### src/rtl/float_pkg.sv
// Shared floating-point definitions for the divider and its result queue.
package float_pkg;

   // Bit positions of the exception flags inside a 3-bit flag vector.
   localparam int unsigned FLAG_OVERFLOW  = 2;
   localparam int unsigned FLAG_UNDERFLOW = 1;
   localparam int unsigned FLAG_INEXACT   = 0;

   // Single-precision defaults, shared with the divider.
   localparam int unsigned FLOAT_SIZE_SP = 32;
   localparam int unsigned EXP_SIZE      = 8;
   localparam int unsigned MANT_SIZE     = 23;
   localparam int unsigned EXP_BIAS      = 127;

   typedef struct packed {
      logic overflow;
      logic underflow;
      logic inexact;
   } float_flags_t;

   // True when the exponent field is all ones (infinity or NaN).
   function automatic logic is_special(input logic [FLOAT_SIZE_SP-1:0] f);
      return &f[MANT_SIZE +: EXP_SIZE];
   endfunction

endpackage

### src/rtl/sync_fifo.sv
// Synchronous FIFO: storage, wrapping pointers and an occupancy counter.
module sync_fifo
   import float_pkg::*;
#(
   parameter int unsigned WIDTH = 35,
   parameter int unsigned DEPTH = 4
) (
   input  logic                       clk,
   input  logic                       rst_n,
   input  logic                       push,
   input  logic                       pop,
   input  logic [WIDTH-1:0]           wdata,
   output logic [WIDTH-1:0]           rdata,
   output logic                       full,
   output logic                       empty,
   output logic [$clog2(DEPTH):0]     count
);

   localparam int unsigned AW = $clog2(DEPTH);
   localparam int unsigned CW = AW + 1;
   localparam logic [CW-1:0] FULL_CNT = CW'(DEPTH);

   logic [WIDTH-1:0] mem_q [DEPTH];
   logic [WIDTH-1:0] mem_d [DEPTH];
   logic [AW-1:0]    wr_ptr_q, wr_ptr_d;
   logic [AW-1:0]    rd_ptr_q, rd_ptr_d;
   logic [CW-1:0]    count_q, count_d;

   // Next-state for storage, pointers and occupancy.
   always_comb begin
      mem_d    = mem_q;
      wr_ptr_d = wr_ptr_q;
      rd_ptr_d = rd_ptr_q;
      count_d  = count_q;
      if (push) begin
         mem_d[wr_ptr_q] = wdata;
         wr_ptr_d        = wr_ptr_q + 1'b1;
      end
      if (pop) begin
         rd_ptr_d = rd_ptr_q + 1'b1;
      end
      case ({push, pop})
         2'b10:   count_d = count_q + 1'b1;
         2'b01:   count_d = count_q - 1'b1;
         default: count_d = count_q;
      endcase
   end

   // State registers; reset clears storage so the head reads as zero.
   always_ff @(posedge clk or negedge rst_n) begin
      if (!rst_n) begin
         for (int unsigned i = 0; i < DEPTH; i++) begin
            mem_q[i] <= '0;
         end
         wr_ptr_q <= '0;
         rd_ptr_q <= '0;
         count_q  <= '0;
      end else begin
         mem_q    <= mem_d;
         wr_ptr_q <= wr_ptr_d;
         rd_ptr_q <= rd_ptr_d;
         count_q  <= count_d;
      end
   end

   assign rdata = mem_q[rd_ptr_q];
   assign full  = (count_q == FULL_CNT);
   assign empty = (count_q == '0);
   assign count = count_q;

endmodule

### src/rtl/float_div_result_queue.sv
// Result queue behind the FP divider with sticky exception status.
module float_div_result_queue
   import float_pkg::*;
#(
   parameter int unsigned FLOAT_SIZE = FLOAT_SIZE_SP,
   parameter int unsigned DEPTH      = 4
) (
   input  logic                     clk,
   input  logic                     rst_n,
   input  logic                     in_valid,
   output logic                     in_ready,
   input  logic [FLOAT_SIZE-1:0]    in_float,
   input  logic                     in_overflow,
   input  logic                     in_underflow,
   input  logic                     in_inexact,
   output logic                     out_valid,
   input  logic                     out_ready,
   output logic [FLOAT_SIZE-1:0]    out_float,
   output logic [2:0]               out_flags,
   output logic [$clog2(DEPTH):0]   count,
   output logic [2:0]               sticky_flags,
   output logic [7:0]               exc_count,
   input  logic                     clear_status
);

   localparam int unsigned WIDTH = FLOAT_SIZE + 3;
   localparam logic [7:0]  EXC_MAX = 8'hFF;

   logic             full, empty, push, pop;
   logic [2:0]       in_flags;
   logic [WIDTH-1:0] rdata;

   float_flags_t     sticky_q, sticky_d;
   logic [7:0]       exc_q, exc_d;

   // Pack the incoming flags into their fixed bit positions.
   always_comb begin
      in_flags                 = '0;
      in_flags[FLAG_OVERFLOW]  = in_overflow;
      in_flags[FLAG_UNDERFLOW] = in_underflow;
      in_flags[FLAG_INEXACT]   = in_inexact;
   end

   assign push = in_valid & ~full;
   assign pop  = ~empty & out_ready;

   sync_fifo #(
      .WIDTH (WIDTH),
      .DEPTH (DEPTH)
   ) u_fifo (
      .clk   (clk),
      .rst_n (rst_n),
      .push  (push),
      .pop   (pop),
      .wdata ({in_float, in_flags}),
      .rdata (rdata),
      .full  (full),
      .empty (empty),
      .count (count)
   );

   // Sticky/exception-count update: clear forms the base, a push then adds on top.
   always_comb begin
      sticky_d = clear_status ? '0 : sticky_q;
      exc_d    = clear_status ? '0 : exc_q;
      if (push) begin
         sticky_d = sticky_d | float_flags_t'(in_flags);
         if ((in_flags != '0) && (exc_d != EXC_MAX)) begin
            exc_d = exc_d + 1'b1;
         end
      end
   end

   // Status registers.
   always_ff @(posedge clk or negedge rst_n) begin
      if (!rst_n) begin
         sticky_q <= '0;
         exc_q    <= '0;
      end else begin
         sticky_q <= sticky_d;
         exc_q    <= exc_d;
      end
   end

   assign in_ready     = ~full;
   assign out_valid    = ~empty;
   assign out_float    = rdata[WIDTH-1:3];
   assign out_flags    = rdata[2:0];
   assign sticky_flags = sticky_q;
   assign exc_count    = exc_q;

endmodule

### config.mk
export PLATFORM = sky130hd
export DESIGN_NAME = float_div_result_queue
export DESIGN_NICKNAME = d
export VERILOG_FILES = /design/src/rtl/float_pkg.sv /design/src/rtl/sync_fifo.sv /design/src/rtl/float_div_result_queue.sv
export SDC_FILE = /design/constraint.sdc
export NUM_CORES = 1
export LEC_CHECK = 0
export CAP_MARGIN = 20
export CELL_PAD_IN_SITES_DETAIL_PLACEMENT = 0
export CELL_PAD_IN_SITES_GLOBAL_PLACEMENT = 2
export CORE_UTILIZATION = 40
export DETAILED_ROUTE_END_ITERATION = 10
export PLACE_DENSITY_LB_ADDON = 0.1
export SYNTH_ARGS = -nofsm -noshare
export SYNTH_HDL_FRONTEND = slang
export SYNTH_SLANG_ARGS = --single-unit
### constraint.sdc
create_clock -name clk -period 4.2 [get_ports clk]
set_clock_uncertainty 0.1 [all_clocks]
set_input_delay 0.84 -clock clk [delete_from_list [all_inputs] [get_ports clk]]
set_output_delay 0.84 -clock clk [all_outputs]
set_load 0.01 [all_outputs]
==> results of run 1 <==
==> cells in the final DEF (no fill, tap or decap), types with 2 or more instances in the layout <==
cell,instances
dfrtp_1,156
mux2_1,90
clkdlybuf4s50_1,89
mux2_2,52
mux4_2,35
clkbuf_16,17
inv_1,8
ha_1,6
nand2_1,5
bufinv_16,5
or4_1,4
a21oi_1,4
xnor2_1,4
xor2_1,4
a22o_1,3
nor2b_1,3
nand3_1,3
nor2_1,3
o31ai_1,3
nand2_8,3
clkinv_2,3
buf_4,3
clkinv_4,2
inv_6,2
clkinvlp_4,2
buf_12,2
dfrtp_2,2
==> logic make-up after synthesis <==
family | count (synthesis) | share of synthesized area, %
mux | 178 | 33.8
flops | 158 | 55.8
buf+inv | 31 | 3.42
simple gates | 31 | 3.39
compound gates | 13 | 1.29
xor+xnor | 8 | 0.988
fa+ha+maj | 7 | 1.34
==> worst max-delay path: cells and delay by family, from the launching register on <==
kind,cells,cell delay (ps)
buf+inv,2,920
mux,1,390
flops,1,700
==> metrics by stage <==
stage	setup WS (ps)	std cells
global route	718	755
detailed placement	966	723
finish	810	755
floorplan	1700	426
CTS	746	755
global placement	1100	723
==> state kept, by name, indices dropped and copies added (netlist names) <==
register / count
u_fifo.mem_q: 140
exc_count: 8
sticky_flags: 3
u_fifo.count: 3
u_fifo.rd_ptr_q: 2
u_fifo.wr_ptr_q: 2
==> worst max-delay path by stage <==
| stage | startpoint | end | slack [ps] | cells after the start |
|---|---|---|---|---|
| floorplan | clear_status | exc_count[5] | 1700 | 7 |
| global placement | clear_status | exc_count[1] | 1100 | 7 |
| detailed placement | clear_status | exc_count[1] | 970 | 7 |
| CTS | u_fifo.rd_ptr_q[1] | out_float[10] | 750 | 3 |
| global route | u_fifo.rd_ptr_q[1] | out_float[10] | 720 | 3 |
| finish | u_fifo.rd_ptr_q[1] | out_float[10] | 810 | 3 |
==> cell usage after synthesis <==
cell,count
dfrtp_1,158
mux2_1,90
mux2_2,52
mux4_2,35
buf_8,9
inv_1,8
ha_1,6
buf_2,5
nand2_1,5
a21oi_1,4
clkbuf_1,4
or4_1,4
xnor2_1,4
xor2_1,4
a22o_1,3
buf_4,3
nand2_8,3
nand3_1,3
nor2_1,3
nor2b_1,3
o31ai_1,3
and2_1,1
and2_4,1
buf_1,1
buf_6,1
fa_1,1
mux2i_1,1
nand2_2,1
nand4_1,1
nor3b_1,1
nor4_1,1
nor4_4,1
o21ai_0,1
o311ai_1,1
o41ai_1,1
or2_2,1
or3_1,1
or3b_4,1
==> power by group through the flow <==
stage                     logic, mW  registers, mW  clock network, mW
final                          2.99           2.69               1.67
after global routing           3.25           2.80               1.79
after CTS                      3.06           2.70               1.72
after detailed placement       3.05           2.72                  0
after global placement         3.00           2.68                  0
after floorplan                2.01           2.54                  0
==> metal layers <==
| metal | GRT usage, % | wire (um) |
|---|---|---|
| met1 | 22.4 | 6350 |
| met5 | 0 | 0 |
| met2 | 29.1 | 7240 |
| met4 | 4.49 | 115 |
| met3 | 4.41 | 504 |
==> final cells by class <==
cell class                 instances  area (um2)  area share (%)
clock buffer                      18         429            4.89
clock inverter                    14         215            2.45
inverter                           8        30.0           0.342
multi-input combinational        237        2890            33.0
sequential                       158        3960            45.1
tap                              225         282            3.21
timing repair buffer              95         965            11.0
==> flow_metrics.py, run 1 <==
metrics = {
    "outcome": {
        "status": "finished clean",
    },
    "worst_hold_path": {
        "min_path_type": "reg2reg",
        "min_path_cells": 1,
        "whs_endpoint": "u_fifo.mem_q[84]",
        "min-delay-start": "u_fifo.mem_q[84]",
    },
    "die": {
        "fp-row-count": 48,
        "pin_count": 91,
        "die_y_um": 135,
        "die_area_um2": 18300,
        "coreArea_um2": 17300,
        "initial_core_util_pct": 41.0,
        "die_w_um": 135,
    },
    "layout": {
        "num-fill-cells": 1477,
        "drive_above_1_share_pct": 25.3,
        "nets": 564,
        "syn_to_final_growth_pct": 23.7,
        "diodes": 0,
        "final_area_um2": 8770,
        "final_util_pct": 50.7,
    },
    "cts": {
        "cts_inserted_buffers": 17,
        "clkSinkCount": 158,
        "worstSkewPairLatency_ps": 410,
        "clk_pin_slew_ps": 60,
        "cts_setup_buffers": 0,
        "clockBufferDepth": 2,
        "cts_resized": 0,
        "cts_tree": "yes",
        "cts_htree_levels": 4,
        "postCtsHoldBufs": 0,
        "root_buffer": "clkbuf_16",
    },
    "global_route": {
        "antenna_found_initial": 0,
        "grt_usage_pct": 17.4,
        "overflow": 0,
        "grt_pass1_wl_um": 23900,
        "grt_start_max_net_pins": 97,
        "grt_pass1_vias": 4427,
    },
    "sta": {
        "period_share_pct": 80.7,
        "setup_viol_count_final": 0,
        "slew_headroom_pct": 39.2,
        "min_period_ps": 3390,
        "rsz0062_at_grt": "false",
        "hold_ws_ps": 386,
        "finalSetupTns_ps": 0,
        "max_slew.worst_pin.slew_ps": 913,
        "fmax_mhz": 295,
        "report.final.slew_viol_count": 0,
        "report.final.hold_viol_count": 0,
    },
    "routing": {
        "vias": 3968,
        "drc_errors": 0,
        "drt-pass1-iter-count": 4,
        "via_per_inst": 5.26,
        "drt_iter0_markers": 140,
        "antenna_left": 0,
        "wl_per_cell_um": 18.8,
        "routed_wl_um": 14200,
    },
    "critical_path": {
        "path_class": "reg2out",
        "critPathRequiredTime_ps": 3260,
        "critical_path.reg2reg.endpoint": "u_fifo.mem_q[31]",
        "slowest_delay_ps": 700,
        "arrival_ps": 2450,
        "cpMaxStageDelayCell": "dfrtp_2",
        "r2r-start": "u_fifo.count[0]",
        "end_kind": "output pin",
        "start_kind": "flop",
        "ff2ff_path_depth": 5,
        "cp_cell_sequence": "buf_4, mux4_2, clkdlybuf4s50_1",
        "crit_fanout": 20,
        "regToRegSetupSlack_ps": 1640,
    },
    "synth": {
        "yosysSeqAreaShare_pct": 55.8,
        "synth_seq_cells": 158,
        "avgSynthCellArea_um2": 16.6,
        "synth.area.top_cells": "dfrtp_1 56%, mux2_1 14%, mux4_2 11%, mux2_2 8.3%, buf_8 1.9%",
        "synth.net_count": 473,
        "ys_types": 38,
        "synth_top_area_share_pct": 55.8,
        "yosys_warnings": 0,
        "syn-instance-count": 426,
        "yosysTopAreaCell": "dfrtp_1",
        "netlist_area_um2": 7090,
    },
    "power_and_ir_drop": {
        "leakage_nw": 3.62,
        "pwr-share-seq_pct": 36.6,
        "power_density_nw_per_um2": 839,
        "ir_drop_v": 0.000370,
        "combPwrFrac_pct": 40.7,
        "switchingPower_mw": 2.18,
        "clkPwrFrac_pct": 22.7,
        "power_mw": 7.36,
        "p_int_mw": 5.18,
        "switching_share_pct": 29.6,
    },
    "run": {
        "drv.max_cap_violation_count": 0,
    },
    "place": {
        "port_buffers": 90,
        "dpl-instance-area_um2": 8130,
        "gp_congestion": 0.690,
        "dp_hpwl_um": 8600,
    },
}
Power figures use the tool's default switching activity.
==> run 2, diff against run 1 <==
--- a/config.mk
+++ b/config.mk
@@ -8,7 +8,7 @@
 export CAP_MARGIN = 20
 export CELL_PAD_IN_SITES_DETAIL_PLACEMENT = 0
 export CELL_PAD_IN_SITES_GLOBAL_PLACEMENT = 2
-export CORE_UTILIZATION = 40
+export CORE_UTILIZATION = 36
 export DETAILED_ROUTE_END_ITERATION = 10
 export PLACE_DENSITY_LB_ADDON = 0.1
 export SYNTH_ARGS = -nofsm -noshare
==> constraint.sdc (replaced) <==
create_clock -name clk -period 3.05 [get_ports clk]
set_clock_uncertainty 0.1 [all_clocks]
set_input_delay 0.61 -clock clk [delete_from_list [all_inputs] [get_ports clk]]
set_output_delay 0.61 -clock clk [all_outputs]
set_load 0.01 [all_outputs]
==> run 2 against run 1 <==
Compared with the run above:
- critical path depth stayed put
- sequential share of layout area is 0.83 points lower
- die area increased by 11%
- critical endpoint is now out_flags[1]
- non-clock buffer count increased by 9
- first-iteration DRC count down 7.1%
- total power up 41%
- cell count rose by 5.8%
- combinational power up 43%
- core utilization is 3.7 points lower
- hold slack got worse by 0.68 ps
==> flow_metrics.py, run 2 (synthesis results as in run 1) <==
metrics = {
    "global_route": {
        "antenna_found_initial": 0,
        "grt_start_max_net_pins": 73,
        "grt_pass1_vias": 4302,
        "overflow": 0,
        "grt_pass1_wl_um": 23900,
        "grt_usage_pct": 16.0,
    },
    "critical_path": {
        "critical_path.reg2reg.endpoint": "u_fifo.count[2]",
        "critPathBufInv": 2,
        "regToRegSetupSlack_ps": 650,
        "arrival_ps": 2090,
        "critPathRequiredTime_ps": 2340,
        "cpMaxStageDelayCell": "mux4_2",
        "r2r-start": "u_fifo.count[0]",
        "path_class": "reg2out",
        "crit_family": "buffers and inverters",
        "cp.depth": 3,
        "crit_fanout": 5,
        "start_kind": "flop",
        "ff2ff_path_depth": 9,
        "end_kind": "output pin",
        "slowest_delay_ps": 550,
        "cp_cell_sequence": "buf_4, mux4_2, clkdlybuf4s50_1",
    },
    "power_and_ir_drop": {
        "ir_drop_v": 0.000436,
        "switching_share_pct": 29.5,
        "leakage_nw": 3.67,
        "combPwrFrac_pct": 41.3,
        "switchingPower_mw": 3.05,
        "pwr-share-seq_pct": 35.5,
        "clkPwrFrac_pct": 23.2,
        "p_int_mw": 7.29,
        "power_density_nw_per_um2": 1160,
    },
    "place": {
        "dp_hpwl_um": 9210,
        "dp_slack_ps": 406,
        "port_buffers": 90,
        "gp_congestion": 0.681,
    },
    "sta": {
        "setup_viol_count_final": 0,
        "min_period_ps": 2800,
        "max_slew.worst_pin.slew_ps": 518,
        "worst_slack_ps": 254,
        "fmax_mhz": 358,
        "rsz0062_at_grt": "false",
        "hold_ws_ps": 385,
        "period_share_pct": 91.7,
        "report.final.slew_viol_count": 0,
        "slew_headroom_pct": 65.2,
        "finalSetupTns_ps": 0,
        "report.final.hold_viol_count": 0,
    },
    "routing": {
        "drt-pass1-iter-count": 4,
        "drt_iter0_markers": 130,
        "antenna_left": 0,
        "wl_per_cell_um": 18.6,
        "routed_wl_um": 14800,
        "vias": 3953,
        "drc_errors": 0,
        "via_per_inst": 4.95,
    },
    "worst_hold_path": {
        "min_path_cells": 1,
        "whs_endpoint": "u_fifo.mem_q[54]",
        "min_path_type": "reg2reg",
        "min-delay-start": "u_fifo.mem_q[54]",
    },
    "cts": {
        "clockBufferDepth": 2,
        "cts_htree_levels": 4,
        "cts_tree": "yes",
        "root_buffer": "clkbuf_16",
        "worstSkewPairLatency_ps": 420,
        "cts_inserted_buffers": 17,
        "clk_pin_slew_ps": 60,
        "cts_resized": 0,
        "clkSinkCount": 158,
    },
    "die": {
        "pin_count": 91,
        "die_area_um2": 20300,
        "fp-row-count": 50,
        "die_w_um": 142,
        "die_y_um": 142,
        "coreArea_um2": 19000,
        "initial_core_util_pct": 37.3,
    },
    "run": {
        "drv.max_cap_violation_count": 0,
    },
    "layout": {
        "diodes": 0,
        "largest_reg_flops": 140,
        "syn_to_final_growth_pct": 26.0,
        "final_common_cell": "dfrtp_1",
        "layout_common_cells": "156 x dfrtp_1, 90 x mux2_1, 89 x clkdlybuf4s50_1, 52 x mux2_2, 35 x mux4_2",
        "drive_above_1_share_pct": 26.3,
        "nets": 573,
        "final_util_pct": 47.0,
        "regMostFlops": "u_fifo.mem_q",
    },
    "outcome": {
        "status": "finished clean",
    },
}
==> run 2: changes by cell type in the layout (fill, tap and decap cells not counted), sizes merged <==
| cell | change |
|---|---|
| inv | -2 |
| clkinv | -1 |
| buf | +8 |
| clkinvlp | +2 |
| dlygate4sd3 | +1 |
| bufinv | +1 |
==> run 2: metal layers <==
metal	part of all wire, %	global-route usage [%]
met1	45	20.4
met2	50	26.5
met3	3.3	4.10
met4	0.87	4.92
met5	0	0
==> run 2: area by class of cell <==
class / count / area, um2
multi-input combinational: 237 / 2890
fill: 1703 / 10100
inverter: 8 / 30.0
clock buffer: 18 / 429
tap: 260 / 325
sequential: 158 / 3960
timing repair buffer: 104 / 1060
clock inverter: 14 / 241
==> run 2: power groups by stage <==
stage	Combinational (mW)	Clock, mW	Sequential, mW
after floorplan	2.77	0	3.50
after global placement	4.27	0	3.69
after detailed placement	4.34	0	3.73
after CTS	4.35	2.47	3.70
after global routing	4.62	2.56	3.81
final	4.27	2.40	3.68
==> run 2: repair_timing <==
action / 4_1_cts / 5_1_grt
hold buffers: 1 / 0
endpoints found under the hold margin: 35 / 0
buffers inserted: 0 / 1
setup endpoints to repair: 0 / 3
==> run 2: stage by stage <==
stage,total power [mW],instances,instance area [um2]
after global placement,7.97,765,8250
after CTS,10.5,798,8930
after global routing,11.0,799,8940
final,10.3,799,8940
after detailed placement,8.07,765,8250
after floorplan,6.27,426,7090
==> run 2: how the worst max path moves through the flow <==
| stage | startpoint | end | slack, ps |
|---|---|---|---|
| finish | u_fifo.rd_ptr_q[0] | out_flags[1] | 250 |
| global route | u_fifo.rd_ptr_q[0] | out_flags[0] | 150 |
| CTS | u_fifo.rd_ptr_q[0] | out_float[29] | 30 |
| detailed placement | clear_status | exc_count[1] | 410 |
| floorplan | u_fifo.count[0] | u_fifo.count[2] | 650 |
| global placement | clear_status | exc_count[1] | 430 |
==> run 2: worst reg2reg max path: cells and delay by family (launching register included) <==
kind | cells | cell delay [ps]
xor+xnor | 2 | 300
fa+ha+maj | 2 | 550
buf+inv | 2 | 140
flops | 1 | 430
simple gates | 3 | 810
==> run 3, diff against run 2 <==
--- a/config.mk
+++ b/config.mk
@@ -10,6 +10,7 @@
 export CELL_PAD_IN_SITES_GLOBAL_PLACEMENT = 2
 export CORE_UTILIZATION = 36
 export DETAILED_ROUTE_END_ITERATION = 10
+export HOLD_SLACK_MARGIN = 0.06
 export PLACE_DENSITY_LB_ADDON = 0.1
 export SYNTH_ARGS = -nofsm -noshare
 export SYNTH_HDL_FRONTEND = slang
==> results of run 3 <==
Final layout, timing and power as in run 2 (identical DEF).
